===== src/rtl/color_matrix_pkg.sv =====
// Shared constants for the programmable 3x3 colour matrix: register map,
// BT.601 full-range default coefficients and the output range helper.
package color_matrix_pkg;

   localparam int FRAC_W_DEF = 16;

   // Register map for the configuration port
   localparam logic [3:0] ADDR_C00  = 4'd0;
   localparam logic [3:0] ADDR_C01  = 4'd1;
   localparam logic [3:0] ADDR_C02  = 4'd2;
   localparam logic [3:0] ADDR_C10  = 4'd3;
   localparam logic [3:0] ADDR_C11  = 4'd4;
   localparam logic [3:0] ADDR_C12  = 4'd5;
   localparam logic [3:0] ADDR_C20  = 4'd6;
   localparam logic [3:0] ADDR_C21  = 4'd7;
   localparam logic [3:0] ADDR_C22  = 4'd8;
   localparam logic [3:0] ADDR_OFF0 = 4'd9;
   localparam logic [3:0] ADDR_OFF1 = 4'd10;
   localparam logic [3:0] ADDR_OFF2 = 4'd11;

   // BT.601 full-range RGB->YCbCr, Q2.16, row-major
   localparam int DEF_C [9] = '{ 19595,  38470,   7471,
                                -11059, -21709,  32768,
                                 32768, -27439,  -5329};

   // Clamp to [0, 2^data_w-1] or keep the low data_w bits; caller narrows the result.
   function automatic logic [31:0] sat_or_wrap(input logic signed [63:0] value,
                                               input int unsigned        data_w,
                                               input logic               saturate);
      logic signed [63:0] max_v;
      max_v = (64'sd1 <<< data_w) - 64'sd1;
      if (!saturate) return value[31:0] & max_v[31:0];
      if (value < 0) return '0;
      if (value > max_v) return max_v[31:0];
      return value[31:0];
   endfunction

endpackage


===== src/rtl/cm_row_mac.sv =====
// One output row of the colour matrix: three products, sum with rounding,
// shift back to integer, add offset and range-limit. Four ce-gated stages.
module cm_row_mac
   import color_matrix_pkg::*;
#(
   parameter int DATA_W   = 8,
   parameter int COEF_W   = 18,
   parameter int FRAC_W   = FRAC_W_DEF,
   parameter bit SATURATE = 1'b1
) (
   input  logic                     clk,
   input  logic                     rst,
   input  logic                     ce,
   input  logic [DATA_W-1:0]        in0,
   input  logic [DATA_W-1:0]        in1,
   input  logic [DATA_W-1:0]        in2,
   input  logic signed [COEF_W-1:0] coef0,
   input  logic signed [COEF_W-1:0] coef1,
   input  logic signed [COEF_W-1:0] coef2,
   input  logic signed [DATA_W:0]   off,
   output logic [DATA_W-1:0]        out
);

   localparam int PROD_W = DATA_W + 1 + COEF_W;
   localparam int SUM_W  = PROD_W + 2;
   localparam logic signed [SUM_W-1:0] ROUND_C = SUM_W'(longint'(1) <<< (FRAC_W - 1));

   logic [DATA_W-1:0]        x0_q, x1_q, x2_q;
   logic signed [PROD_W-1:0] p0_q, p1_q, p2_q;
   logic signed [DATA_W:0]   off2_q, off3_q;
   logic signed [SUM_W-1:0]  sum_q;
   logic signed [SUM_W-1:0]  shifted;
   logic signed [63:0]       res_wide;

   // Stage 4 arithmetic: floor shift gives round-half-up after the +0.5 in stage 3
   always_comb begin
      shifted  = sum_q >>> FRAC_W;
      res_wide = 64'(shifted) + 64'(off3_q);
   end

   // Pipeline registers; coefficients and offset are captured together at stage 2
   always_ff @(posedge clk) begin
      if (rst) begin
         x0_q   <= '0;
         x1_q   <= '0;
         x2_q   <= '0;
         p0_q   <= '0;
         p1_q   <= '0;
         p2_q   <= '0;
         off2_q <= '0;
         sum_q  <= '0;
         off3_q <= '0;
         out    <= '0;
      end else if (ce) begin
         x0_q   <= in0;
         x1_q   <= in1;
         x2_q   <= in2;
         p0_q   <= PROD_W'($signed({1'b0, x0_q})) * PROD_W'(coef0);
         p1_q   <= PROD_W'($signed({1'b0, x1_q})) * PROD_W'(coef1);
         p2_q   <= PROD_W'($signed({1'b0, x2_q})) * PROD_W'(coef2);
         off2_q <= off;
         sum_q  <= SUM_W'(p0_q) + SUM_W'(p1_q) + SUM_W'(p2_q) + ROUND_C;
         off3_q <= off2_q;
         out    <= DATA_W'(sat_or_wrap(res_wide, DATA_W, SATURATE));
      end
   end

endmodule


===== src/rtl/color_matrix_3x3.sv =====
// Run-time programmable 3x3 colour-space converter with a shadow/active
// coefficient bank pair, frame-synchronous commit and aligned timing outputs.
module color_matrix_3x3
   import color_matrix_pkg::*;
#(
   parameter int DATA_W   = 8,
   parameter int COEF_W   = 18,
   parameter int FRAC_W   = FRAC_W_DEF,
   parameter bit SATURATE = 1'b1
) (
   input  logic              clk,
   input  logic              rst,
   input  logic              ce,
   input  logic              de_in,
   input  logic              hsync_in,
   input  logic              vsync_in,
   input  logic [DATA_W-1:0] in0,
   input  logic [DATA_W-1:0] in1,
   input  logic [DATA_W-1:0] in2,
   input  logic              cfg_we,
   input  logic [3:0]        cfg_addr,
   input  logic [COEF_W-1:0] cfg_wdata,
   input  logic              cfg_commit,
   output logic              cfg_pending,
   output logic [DATA_W-1:0] out0,
   output logic [DATA_W-1:0] out1,
   output logic [DATA_W-1:0] out2,
   output logic              de_out,
   output logic              hsync_out,
   output logic              vsync_out
);

   localparam logic ST_IDLE    = 1'b0;
   localparam logic ST_PENDING = 1'b1;
   localparam logic signed [DATA_W:0] OFF_MID = (DATA_W + 1)'(longint'(1) <<< (DATA_W - 1));

   logic signed [COEF_W-1:0] shadow_c [9];
   logic signed [COEF_W-1:0] active_c [9];
   logic signed [DATA_W:0]   shadow_off [3];
   logic signed [DATA_W:0]   active_off [3];
   logic                     state_q, state_d;
   logic                     vsync_prev;
   logic                     frame_start, do_copy;
   logic [2:0]               tdly [4];
   logic [DATA_W-1:0]        row_out [3];

   // Commit FSM next state; a commit arriving with the copy re-arms the request
   always_comb begin
      frame_start = ce & vsync_in & ~vsync_prev;
      do_copy     = frame_start & (state_q == ST_PENDING);
      state_d     = state_q;
      case (state_q)
         ST_IDLE:    if (cfg_commit) state_d = ST_PENDING;
         ST_PENDING: if (do_copy && !cfg_commit) state_d = ST_IDLE;
         default:    state_d = ST_IDLE;
      endcase
   end

   assign cfg_pending = (state_q == ST_PENDING);

   // Commit state and vsync edge history (history only advances with ce)
   always_ff @(posedge clk) begin
      if (rst) begin
         state_q    <= ST_IDLE;
         vsync_prev <= 1'b0;
      end else begin
         state_q <= state_d;
         if (ce) vsync_prev <= vsync_in;
      end
   end

   // Banks: the copy reads shadow before any same-edge write lands in it
   always_ff @(posedge clk) begin
      if (rst) begin
         for (int i = 0; i < 9; i++) begin
            shadow_c[i] <= COEF_W'(DEF_C[i]);
            active_c[i] <= COEF_W'(DEF_C[i]);
         end
         shadow_off[0] <= '0;
         shadow_off[1] <= OFF_MID;
         shadow_off[2] <= OFF_MID;
         active_off[0] <= '0;
         active_off[1] <= OFF_MID;
         active_off[2] <= OFF_MID;
      end else begin
         if (do_copy) begin
            for (int i = 0; i < 9; i++) active_c[i] <= shadow_c[i];
            for (int i = 0; i < 3; i++) active_off[i] <= shadow_off[i];
         end
         if (cfg_we) begin
            case (cfg_addr)
               ADDR_C00, ADDR_C01, ADDR_C02,
               ADDR_C10, ADDR_C11, ADDR_C12,
               ADDR_C20, ADDR_C21, ADDR_C22: shadow_c[cfg_addr] <= cfg_wdata;
               ADDR_OFF0: shadow_off[0] <= cfg_wdata[DATA_W:0];
               ADDR_OFF1: shadow_off[1] <= cfg_wdata[DATA_W:0];
               ADDR_OFF2: shadow_off[2] <= cfg_wdata[DATA_W:0];
               default: ;
            endcase
         end
      end
   end

   // Timing delay matching the four data stages
   always_ff @(posedge clk) begin
      if (rst) begin
         for (int i = 0; i < 4; i++) tdly[i] <= '0;
      end else if (ce) begin
         tdly[0] <= {de_in, hsync_in, vsync_in};
         for (int i = 1; i < 4; i++) tdly[i] <= tdly[i-1];
      end
   end

   assign {de_out, hsync_out, vsync_out} = tdly[3];

   for (genvar k = 0; k < 3; k++) begin : g_row
      cm_row_mac #(
         .DATA_W   (DATA_W),
         .COEF_W   (COEF_W),
         .FRAC_W   (FRAC_W),
         .SATURATE (SATURATE)
      ) u_row (
         .clk   (clk),
         .rst   (rst),
         .ce    (ce),
         .in0   (in0),
         .in1   (in1),
         .in2   (in2),
         .coef0 (active_c[3*k]),
         .coef1 (active_c[3*k+1]),
         .coef2 (active_c[3*k+2]),
         .off   (active_off[k]),
         .out   (row_out[k])
      );
   end

   assign out0 = row_out[0];
   assign out1 = row_out[1];
   assign out2 = row_out[2];

endmodule

===== config.mk =====
export PLATFORM = sky130hd
export DESIGN_NAME = color_matrix_3x3
export DESIGN_NICKNAME = d
export VERILOG_FILES = /design/src/rtl/color_matrix_pkg.sv /design/src/rtl/cm_row_mac.sv /design/src/rtl/color_matrix_3x3.sv
export SDC_FILE = /design/constraint.sdc
export NUM_CORES = 2
export LEC_CHECK = 0
export CAP_MARGIN = 10
export CELL_PAD_IN_SITES_DETAIL_PLACEMENT = 1
export CELL_PAD_IN_SITES_GLOBAL_PLACEMENT = 1
export CORE_MARGIN = 5
export CORE_UTILIZATION = 35
export CTS_CLUSTER_SIZE = 40
export DETAILED_ROUTE_END_ITERATION = 8
export GPL_TIMING_DRIVEN = 0
export PLACE_DENSITY_LB_ADDON = 0.1
export SYNTH_ARGS = -nofsm -noshare
export SYNTH_HDL_FRONTEND = slang
export SYNTH_SLANG_ARGS = --single-unit

===== constraint.sdc =====
create_clock -name clk -period 19.92 [get_ports clk]
set_input_delay 3.984 -clock clk [delete_from_list [all_inputs] [get_ports clk]]
set_output_delay 3.984 -clock clk [all_outputs]
set_load 0.02 [all_outputs]

==> flow_summary.toml <==
[cells_and_area]
syn2layout_area_growth_pct = 10.73
multi_input_area_mm2 = 0.05296
fillers = 25499
layout-drive-gt1-share = 0.02945
postLayoutCellArea_mm2 = 0.08768
fin_cells = 11491
fin_nets = 10217
regArea_mm2 = 0.01944
final_util = 0.3899

[timing]
final.setup.tns_ns = 0
setup_viol = 0
relSlewSlack = 0.05583
slew_viol_final = 0
fin_hold_ws_ns = 0.4515
rsz0062_at_grt = "no"
fin_skew_ns = 0.05107
period_share = 0.3971
final.min_clock_period_ns = 7.910
fin_ws_ns = 12.01
worst_slew_pin_slew_ns = 1.416
hold_violations = 0
max_freq_ghz = 0.1264

[critical_path]
crit_path_max_incr_delay_ns = 0.82
worstPathMaxFanout = 10
critPathLaunchType = "flop"
path_cells = "clkbuf_1 -> clkbuf_1 -> nand2_1 -> fa_1 -> inv_1 -> fa_1 -> fa_1 -> inv_1 -> fa_1 -> inv_1 -> ha_1 -> and2_1 -> a221oi_1 -> nor2_1 -> a221oi_1 -> a2111o_1 -> nand3_1 -> o211ai_1 -> o21ai_1 -> xnor2_1 -> o21ai_0"
end_kind = "flop"
ff2ff_setup_slack_ns = 12.01
cp_data_arrival_time_ns = 8.52
worstSetupPathType = "reg -> reg"
worst_path_most_repeated_cell = "fa_1"
reg2reg_from = "g_row[1].u_row.x0_q[0]"
cpMaxStageDelayCell = "xnor2_1"
cp.required_ns = 20.53
cp-startpoint = "g_row[1].u_row.x0_q[0]"

[pwr]
pwr-share-seq = 0.280
p_switching_mw = 3.325
ir_worst_vdd_mv = 0.08287
finalPower_mw = 7.605
clkPwrFrac = 0.238
p_leak_nw = 42.52
swShare = 0.4373
internal_power_mw = 4.279
pwr-share-comb = 0.482
cellPowerDensity_mw_per_mm2 = 86.74

[synthesis]
syn-instance-count = 8158
syn-num-nets = 10000
yosysSeqAreaShare = 0.2455
muxShareOfSynthArea = 0.02453
yosys.area_share.adder = 0.3875
synth-edff-count = 390
synth-compound-area-share = 0.06858
yosys.area_share.simple = 0.1595
syn_area_mm2 = 0.07918
synth_top_family_by_area = "adder cells"
yosysWarnings = 0
ys_ff_latch = 776
ys_types = 72
synthXorXnorAreaFrac = 0.02810
synth_ff_type = "edfxtp_1"
synth-async-reset-ratio = 0
syn_area_per_cell_um2 = 9.706

[floorplan]
dieArea_mm2 = 0.2358
die_w_um = 485.6
core_mm2 = 0.2249
rows = 174
die_h_um = 485.6
ios = 82
start_util = 0.3521

[clock_tree]
hold_buffers = 0
cts_buffer_depth = 3
cts_made_buffers = 97
tritoncts = "yes"
post_cts_buffers = 0
cts_num_sinks = 776
cts_root_buffer = "clkbuf_16"
clkSlewWorstSetupHoldPaths_ns = 0.06
cts_resized = 0
clk_latency_ns = 0.77
cts_max_level = 3

[run]
drv_cap = 0

[place]
gp_congestion = 0.8724
dp_hpwl_um = 244900
placed_area_mm2 = 0.08438
dp.cells = 11266
dp_slack_ns = 11.71
port_buffers = 79

[global_route]
grt_max_degree = 55
grt_pass1_vias = 62499
grt_usage = 0.2541
grt_overflow_total = 0
grt_antenna_before_repair = 62
grt_pass1_wl_um = 435200

[drt]
drt_iter0_markers = 3667
routedWlPerCell_um = 26.11
drc = 0
ant_nets = 0
via_per_inst = 5.060
vias = 58143
totalWireLength_um = 300100
first_pass_iters = 6

[min_path]
min_path_type = "reg -> reg"
hp-start = "g_row[2].u_row.out[7]"

[outcome]
status = "finished clean"
## registers in the layout, summed over array words and instances, names as in the netlist, 8 cells and up
| register | cells |
|---|---|
| active_c | 162 |
| active_off | 27 |
| g_row.u_row.off2_q | 27 |
| g_row.u_row.off3_q | 27 |
| g_row.u_row.out | 24 |
| g_row.u_row.p0_q | 81 |
| g_row.u_row.p1_q | 81 |
| g_row.u_row.p2_q | 81 |
| g_row.u_row.sum_q | 39 |
| g_row.u_row.x0_q | 8 |
| g_row.u_row.x1_q | 8 |
| g_row.u_row.x2_q | 8 |
| shadow_c | 162 |
| shadow_off | 27 |
| tdly | 12 |
## power groups by stage
stage          clock network, mW  registers (mW)  logic, mW
3_3_place_gp                   0            2.17       3.59
3_5_place_dp                   0            2.17       3.68
5_1_grt                     1.91            2.15       4.09
4_1_cts                     1.85            2.13       3.71
6_report                    1.81            2.13       3.66
2_1_floorplan                  0            2.06       2.34
## routing by layer
metal  wire length, um  vias up  track usage
li1                  -    26152            -
met1            132600    30290       0.3456
met2            142100     1341       0.4283
met3             14950      350      0.02778
met4             10270       10      0.07564
met5                69        -            0
## area by class of cell
class,count,area share
antenna,45,0.001284
buffer,291,0.01263
clock buffer,133,0.03150
clock inverter,45,0.004552
inverter,1528,0.06542
multi-input combinational,5563,0.6040
sequential,776,0.2217
tap,2992,0.04270
timing repair buffer,118,0.01620
## cells by family (layout without fill, tap and decap cells)
family	count (synthesis)	in the layout
compound gates	838	838
xor+xnor	254	254
fa+ha+maj	1788	1788
buf+inv	1819	2115
flops	776	776
mux	194	194
other cells	0	45
simple gates	2489	2489
## cell usage after synthesis (39+ instances only)
cell type | n | area, um2
inv_1 | 1527 | 5732
fa_1 | 1107 | 22160
and2_1 | 948 | 5931
nand2_1 | 770 | 2890
ha_1 | 681 | 8521
edfxtp_1 | 390 | 11710
dfxtp_1 | 386 | 7727
nor2_1 | 365 | 1370
clkbuf_1 | 263 | 987.2
a21oi_1 | 233 | 1166
mux2i_1 | 194 | 1942
o21ai_0 | 172 | 860.8
xnor2_1 | 166 | 1454
or3_1 | 130 | 813.3
a21o_1 | 102 | 765.7
xor2_1 | 88 | 770.7
nand2b_1 | 66 | 412.9
nand3_1 | 60 | 300.3
o21bai_1 | 45 | 337.8
nor3_1 | 43 | 215.2
a211oi_1 | 41 | 307.8
and3_1 | 39 | 244.0
## final timing paths
path                                   to  depth (start not counted)
hold / removal      g_row[2].u_row.out[7]                          2
setup reg to reg  g_row[0].u_row.p0_q[25]                         21
hold reg to reg     g_row[2].u_row.out[7]                          2
setup / recovery  g_row[0].u_row.p0_q[25]                         21
## placed cells by master (no fill, tap or decap), types with 17 or more instances in the layout
master	synthesis	layout
inv_1	1527	1527
fa_1	1107	1107
and2_1	948	948
nand2_1	770	769
ha_1	681	681
edfxtp_1	390	390
dfxtp_1	386	386
nor2_1	365	364
clkbuf_1	263	275
a21oi_1	233	233
mux2i_1	194	194
xnor2_1	166	166
o21ai_0	172	164
or3_1	130	130
a21o_1	102	102
clkbuf_16	0	101
xor2_1	88	88
nand2b_1	66	66
clkdlybuf4s50_1	0	63
nand3_1	60	60
diode_2	0	45
o21bai_1	45	45
nor3_1	43	41
a211oi_1	41	41
and3_1	39	39
o21ai_1	24	26
o21a_1	25	25
buf_1	27	24
a31oi_1	24	24
nor2b_1	21	21
buf_2	1	20
a221o_1	20	20
a211o_1	17	17
## worst max-delay path: cells and delay by family (launching register included)
| kind | cells | cell delay [ns] |
|---|---|---|
| and+or+nand+nor | 4 | 0.57 |
| AOI/OAI and AO/OA | 6 | 2.10 |
| DFF | 1 | 0.30 |
| adders and majority gates | 5 | 2.41 |
| buffers and inverters | 5 | 1.57 |
| xor gates and xnor gates | 1 | 0.82 |
(Power assumes the default switching activity.)
